==> config.mk <==
export PLATFORM = sky130hd
export DESIGN_NAME = alu_flag_register_flat
export DESIGN_NICKNAME = d
export VERILOG_FILES = /design/src/rtl/alu_flag_register_pkg.sv /design/src/rtl/alu_flag_register_if.sv /design/src/rtl/alu_flag_register_zero_chain.sv /design/src/rtl/alu_flag_register.sv /design/src/flat_wrapper.sv
export SDC_FILE = /design/constraint.sdc
export NUM_CORES = 1
export LEC_CHECK = 0
export ABC_AREA = 0
export CAP_MARGIN = 10
export CORE_MARGIN = 8
export CORE_UTILIZATION = 44
export DETAILED_ROUTE_END_ITERATION = 6
export PLACE_DENSITY = 0.75
export SLEW_MARGIN = 5
export SYNTH_ARGS = -nofsm -noshare
export SYNTH_HDL_FRONTEND = slang
export SYNTH_SLANG_ARGS = --single-unit
==> constraint.sdc <==
create_clock -name clk -period 1.7 [get_ports clk]
set_input_delay 0.17 -clock clk [delete_from_list [all_inputs] [get_ports clk]]
set_output_delay 0.17 -clock clk [all_outputs]
set_load 0.02 [all_outputs]
==> src/rtl/alu_flag_register_pkg.sv <==
// Shared relay-ALU types: sequencing state and the condition-flag bundle
// that this unit produces and the sequencer branches on.
package alu_flag_register_pkg;

  // IDLE waits for a result; SETTLE models relay ripple time before flags commit.
  typedef enum logic {
    ST_IDLE   = 1'b0,
    ST_SETTLE = 1'b1
  } alu_state_e;

  // Condition flags as seen by the sequencer's branch logic.
  typedef struct packed {
    logic zero;
    logic sign;
    logic carry;
  } alu_flags_t;

  // Bits needed to hold a settle count of settle-1 (always at least one bit).
  function automatic int settle_cnt_width(input int settle);
    return (settle <= 2) ? 1 : $clog2(settle);
  endfunction

endpackage

==> src/rtl/alu_flag_register_if.sv <==
// Result-bus / condition-flag bundle between the ALU, this flag unit and the
// sequencer. The master side is the ALU/sequencer; the slave side is the
// flag unit.
interface alu_flag_register_if #(
  parameter int WIDTH = 8
);

  logic             load;
  logic [WIDTH-1:0] result;
  logic             carry_in;
  logic             clear;
  logic             busy;
  logic             flags_valid;
  logic             zero;
  logic             sign;
  logic             carry;
  logic             overrun;

  modport master (
    output load, result, carry_in, clear,
    input  busy, flags_valid, zero, sign, carry, overrun
  );

  modport slave (
    input  load, result, carry_in, clear,
    output busy, flags_valid, zero, sign, carry, overrun
  );

endinterface

==> src/rtl/alu_flag_register_zero_chain.sv <==
// Ripple zero detector: ANDs the inverted result bits one after another,
// bit 0 first, the same way the relay chain passes "still zero" down the line.
module zero_chain #(
  parameter int WIDTH = 8
) (
  input  logic [WIDTH-1:0] value,
  output logic             all_zero
);

  logic [WIDTH:0] chain;

  assign chain[0] = 1'b1;

  for (genvar i = 0; i < WIDTH; i++) begin : g_link
    assign chain[i+1] = chain[i] & ~value[i];
  end

  assign all_zero = chain[WIDTH];

endmodule

==> src/rtl/alu_flag_register.sv <==
// Condition-flag unit for the relay ALU. A load captures the result and
// carry, waits SETTLE cycles to model relay ripple, then commits zero/sign/
// carry and pulses flags_valid. Flags hold between updates; a load that
// arrives while settling is dropped and latched as a sticky overrun.
module alu_flag_register
  import alu_flag_register_pkg::*;
#(
  parameter int WIDTH  = 8,
  parameter int SETTLE = 8
) (
  input  logic                 clk,
  input  logic                 rst_n,
  alu_flag_register_if.slave   bus
);

  localparam int             CNT_W    = settle_cnt_width(SETTLE);
  localparam logic [CNT_W-1:0] CNT_LOAD = CNT_W'(SETTLE - 1);

  alu_state_e       state_q, state_d;
  logic [CNT_W-1:0] cnt_q, cnt_d;
  logic [WIDTH-1:0] hold_result_q, hold_result_d;
  logic             hold_carry_q, hold_carry_d;
  alu_flags_t       flags_q, flags_d;
  logic             valid_q, valid_d;
  logic             overrun_q, overrun_d;
  logic             held_zero;

  // Zero is always taken from the captured value, never from the live bus.
  zero_chain #(
    .WIDTH (WIDTH)
  ) u_zero_chain (
    .value    (hold_result_q),
    .all_zero (held_zero)
  );

  // Next-state logic: accept/clear in IDLE, count down and commit in SETTLE.
  always_comb begin
    state_d       = state_q;
    cnt_d         = cnt_q;
    hold_result_d = hold_result_q;
    hold_carry_d  = hold_carry_q;
    flags_d       = flags_q;
    valid_d       = 1'b0;
    overrun_d     = overrun_q;

    case (state_q)
      ST_IDLE: begin
        if (bus.clear) begin
          flags_d = '0;
        end
        if (bus.load) begin
          hold_result_d = bus.result;
          hold_carry_d  = bus.carry_in;
          cnt_d         = CNT_LOAD;
          state_d       = ST_SETTLE;
        end
      end

      ST_SETTLE: begin
        if (bus.load) begin
          overrun_d = 1'b1;
        end
        if (cnt_q == '0) begin
          flags_d.zero  = held_zero;
          flags_d.sign  = hold_result_q[WIDTH-1];
          flags_d.carry = hold_carry_q;
          valid_d       = 1'b1;
          state_d       = ST_IDLE;
        end else begin
          cnt_d = cnt_q - CNT_W'(1);
        end
      end

      default: begin
        state_d = ST_IDLE;
      end
    endcase
  end

  // State, counter, capture and flag registers; reset discards any capture.
  always_ff @(posedge clk or negedge rst_n) begin
    if (!rst_n) begin
      state_q       <= ST_IDLE;
      cnt_q         <= '0;
      hold_result_q <= '0;
      hold_carry_q  <= 1'b0;
      flags_q       <= '0;
      valid_q       <= 1'b0;
      overrun_q     <= 1'b0;
    end else begin
      state_q       <= state_d;
      cnt_q         <= cnt_d;
      hold_result_q <= hold_result_d;
      hold_carry_q  <= hold_carry_d;
      flags_q       <= flags_d;
      valid_q       <= valid_d;
      overrun_q     <= overrun_d;
    end
  end

  assign bus.busy        = (state_q == ST_SETTLE);
  assign bus.flags_valid = valid_q;
  assign bus.zero        = flags_q.zero;
  assign bus.sign        = flags_q.sign;
  assign bus.carry       = flags_q.carry;
  assign bus.overrun     = overrun_q;

endmodule

==> src/flat_wrapper.sv <==
// flat-port wrapper written by rule: the top's interface ports become plain ports
module alu_flag_register_flat import alu_flag_register_pkg::*;
#(
  parameter int WIDTH  = 8,
  parameter int SETTLE = 8
)
  (clk, rst_n, bus_load, bus_result, bus_carry_in, bus_clear, bus_busy, bus_flags_valid, bus_zero, bus_sign, bus_carry, bus_overrun);
  alu_flag_register_if #(.WIDTH(WIDTH)) bus_i ();
  input  logic clk;
  input  logic rst_n;
  input wire logic [$bits(bus_i.load)-1:0] bus_load;
  input wire logic [$bits(bus_i.result)-1:0] bus_result;
  input wire logic [$bits(bus_i.carry_in)-1:0] bus_carry_in;
  input wire logic [$bits(bus_i.clear)-1:0] bus_clear;
  output wire logic [$bits(bus_i.busy)-1:0] bus_busy;
  output wire logic [$bits(bus_i.flags_valid)-1:0] bus_flags_valid;
  output wire logic [$bits(bus_i.zero)-1:0] bus_zero;
  output wire logic [$bits(bus_i.sign)-1:0] bus_sign;
  output wire logic [$bits(bus_i.carry)-1:0] bus_carry;
  output wire logic [$bits(bus_i.overrun)-1:0] bus_overrun;
  assign bus_i.load = bus_load;
  assign bus_i.result = bus_result;
  assign bus_i.carry_in = bus_carry_in;
  assign bus_i.clear = bus_clear;
  assign bus_busy = bus_i.busy;
  assign bus_flags_valid = bus_i.flags_valid;
  assign bus_zero = bus_i.zero;
  assign bus_sign = bus_i.sign;
  assign bus_carry = bus_i.carry;
  assign bus_overrun = bus_i.overrun;
  alu_flag_register #(.WIDTH(WIDTH), .SETTLE(SETTLE)) u_core (.clk(clk), .rst_n(rst_n), .bus(bus_i));
endmodule
==> run metrics <==
CTS sink count=18; Vias/cell=4.60; Worst R2R Path Depth=5; clk_skew=0.00753 ns; antenna violations before repair=0; DR pass1 iterations=2; Power Internal=1.07 mW; Routability Congestion=0.767; Post-Synth XOR/XNOR Area=0%; mux share of post-synthesis cell area=13.9%; number of global-route vias before repair=570; Leak=0.468 nW; CTS Buf Count=3; Clk pin slew, worst setup/hold paths=0.10 ns; CTS Buffer Depth=2; area grow syn2layout=29.8%; diodes inserted=0; min setup slack post-route=0.173 ns; drt wl/cell=13.6 um; status=finished clean; post-synth cell types=20; Final setup viols=0; Core Region=1710 sq um; first-pass GRT wire length=2590 um; DRC=0; CP Cell Sequence=clkdlybuf4s50_1; pin count of the biggest net entering global routing=19; clock insertion delay at the later pin of the skew report=0.29 ns; Port Buffers=18; Final Max Tran Viols=0; worst hold path type=in2async; worst slack at placement=0.237 ns; Rel. slew slack=81.9%; H-tree Lvls=1; cell count after synthesis=61; setup bufs post-CTS=0; CTS tree=built; crit share post-route=89.8%; CTS Hold Bufs=0; post-synthesis compound-gate area fraction=8.15%; IO Pins=19; via count=501; Initial Util=46.7%; sequential power share=45.0%; Mapped Nets=76; die area=3430 sq um; Worst-Margin Slew=0.269 ns; critical path's top delay family=buffers and inverters; Required @ worst endpoint=1.53 ns; top post-synthesis cells by area=dfrtp_1 (56%), mux2_4 (11%), o21ai_0 (3.8%); r2r setup slk=0.40 ns; mean post-synth cell area=13.1 sq um; sequential area share after synthesis=56.4%; Final nets=101; mapped cell area=798 sq um; Crit-path slowest cell=clkdlybuf4s50_1; root buf cell=clkbuf_4; final hold viol count=0; Die Y=58.6 um; Post-DRT Antenna Nets=0; post-route setup TNS=0 ns; nature of the critical path startpoint=flop; HPWL after DPL=1160 um; Final Critical Period=1.53 ns; row count=15; largest family of logic cells by synthesized area=multiplexers; Yosys top cell by area=dfrtp_1; sw frac=32.4%; layout cells sized above 1=19.0%; CP peak stage delay=0.64 ns; Die W=58.6 um; crit path buf inv count=1; Pwr per Cell Area=1530 nW/um^2; Overall Global Routing Usage=9.97%; GRT Residual Overflow=0; Clock Power Share=13.1%; Worst EP arrival=1.36 ns; Max VDD drop=669 uV; adder-cell area share of the yosys netlist=3.13%; Max Cap Viol=0; post-synth top area share=56.4%; drt total wl=1480 um; R2R Path End=u_core.cnt_q[0]$_DFFE_PN0P_; Synth Register Bits=18; drt initial violations=3; Fmax=655 MHz; P_sw=514 uW; PostCTS Resize Cnt=0; crit-path max FO=4; RSZ-0062 raised after global routing=no; critical path endpoint category=output pin; Comb pwr share=41.9%; crit path kind=reg2out; Simple-Gate Fraction of Synth Area=12.7%; Yosys Warn Count=0; reg-to-reg startpoint=u_core.cnt_q[0]$_DFFE_PN0P_
[state kept, by name, summed over array words and instances, names as in the netlist]
signal                  flops
u_core.bus.flags_valid      1
u_core.bus.overrun          1
u_core.cnt_q                3
u_core.bus.sign             1
u_core.bus.busy             1
u_core.bus.carry            1
u_core.bus.zero             1
u_core.hold_result_q        8
u_core.hold_carry_q         1
[cell usage in the layout (no fill, tap or decap)]
master           count
clkdlybuf4s50_1     18
nand2_1              3
nand2b_1             2
o21ai_0              6
mux2i_1              1
nand3_1              4
nor3b_1              1
a21o_1               2
nor2b_4              1
dfrtp_1             18
ha_1                 2
clkbuf_4             3
nor2_1               1
o21a_1               2
buf_4                4
a21oi_1              1
nor4_1               2
mux2_4               6
mux2_2               1
nand3b_4             1
inv_1                5
[through the flow]
| stage | instances | hold WS, ns | util [%] | instance area, sq um | power, mW |
|---|---|---|---|---|---|
| 2_1_floorplan | 61 | -0.126 | - | 798 | 1.20 |
| 3_3_place_gp | 106 | 0.446 | 59.3 | 1010 | 1.36 |
| 3_5_place_dp | 106 | 0.448 | 59.3 | 1010 | 1.39 |
| 4_1_cts | 109 | 0.195 | 60.7 | 1040 | 1.61 |
| 5_1_grt | 109 | 0.204 | 60.7 | 1040 | 1.71 |
| 6_report | 109 | 0.193 | 60.7 | 1040 | 1.59 |
[final cells by class]
| type | instances | area [sq um] |
|---|---|---|
| Inverter | 5 | 18.8 |
| Fill cell | 145 | 672 |
| Timing Repair Buffer | 22 | 210 |
| Sequential cell | 18 | 450 |
| Clock buffer | 3 | 22.5 |
| Tap cell | 25 | 31.3 |
| Multi-Input combinational cell | 36 | 303 |
[worst max path at each step]
stage,to,cells past startpoint,start,slack (ns)
after floorplan,u_core.hold_result_q[0]$_DFFE_PN0P_,4,u_core.bus.busy$_DFF_PN0_,0.41
after global routing,bus_busy,1,u_core.bus.busy$_DFF_PN0_,0.11
after detailed placement,u_core.hold_result_q[3]$_DFFE_PN0P_,4,bus_load,0.24
after global placement,u_core.hold_result_q[3]$_DFFE_PN0P_,4,bus_load,0.25
final,bus_busy,1,u_core.bus.busy$_DFF_PN0_,0.17
after CTS,bus_busy,1,u_core.bus.busy$_DFF_PN0_,0.14
[synth_stat cells]
cell	n
mux2_2	1
a21o_1	2
mux2i_1	1
nand2_1	3
buf_8	1
a21oi_1	1
mux2_4	6
nor4_1	2
o21a_1	2
nor2b_4	1
inv_1	5
dfrtp_1	18
nand3b_4	1
nor2_1	1
o21ai_0	6
nor3b_1	1
nand3_1	4
buf_6	1
nand2b_1	2
ha_1	2
[per-layer routing]
| metal | routed length, um | share of wire (%) | vias to the layer above | track usage (%) |
|---|---|---|---|---|
| met5 | 0 | 0 | - | 0 |
| met4 | 46 | 3.1 | 0 | 7.17 |
| met3 | 94 | 6.4 | 4 | 3.91 |
| met2 | 728 | 49 | 11 | 16.1 |
| met1 | 606 | 41 | 231 | 10.4 |
| li1 | - | - | 255 | - |
[power by group through the flow]
| stage | Clock, mW | Combinational [mW] | Sequential (mW) |
|---|---|---|---|
| floorplan | 0 | 0.469 | 0.733 |
| detailed placement | 0 | 0.670 | 0.722 |
| finish | 0.208 | 0.664 | 0.714 |
| global route | 0.243 | 0.735 | 0.734 |
| CTS | 0.219 | 0.674 | 0.714 |
| global placement | 0 | 0.645 | 0.717 |
[cells by family after synthesis]
kind of cell             count (synthesis)
flip-flops                              18
AND/OR/NAND/NOR                         15
AO/OA/AOI/OAI                           11
multiplexers                             8
buffers and inverters                    7
adder cells (fa/ha/maj)                  2
(Power assumes the default switching activity.)
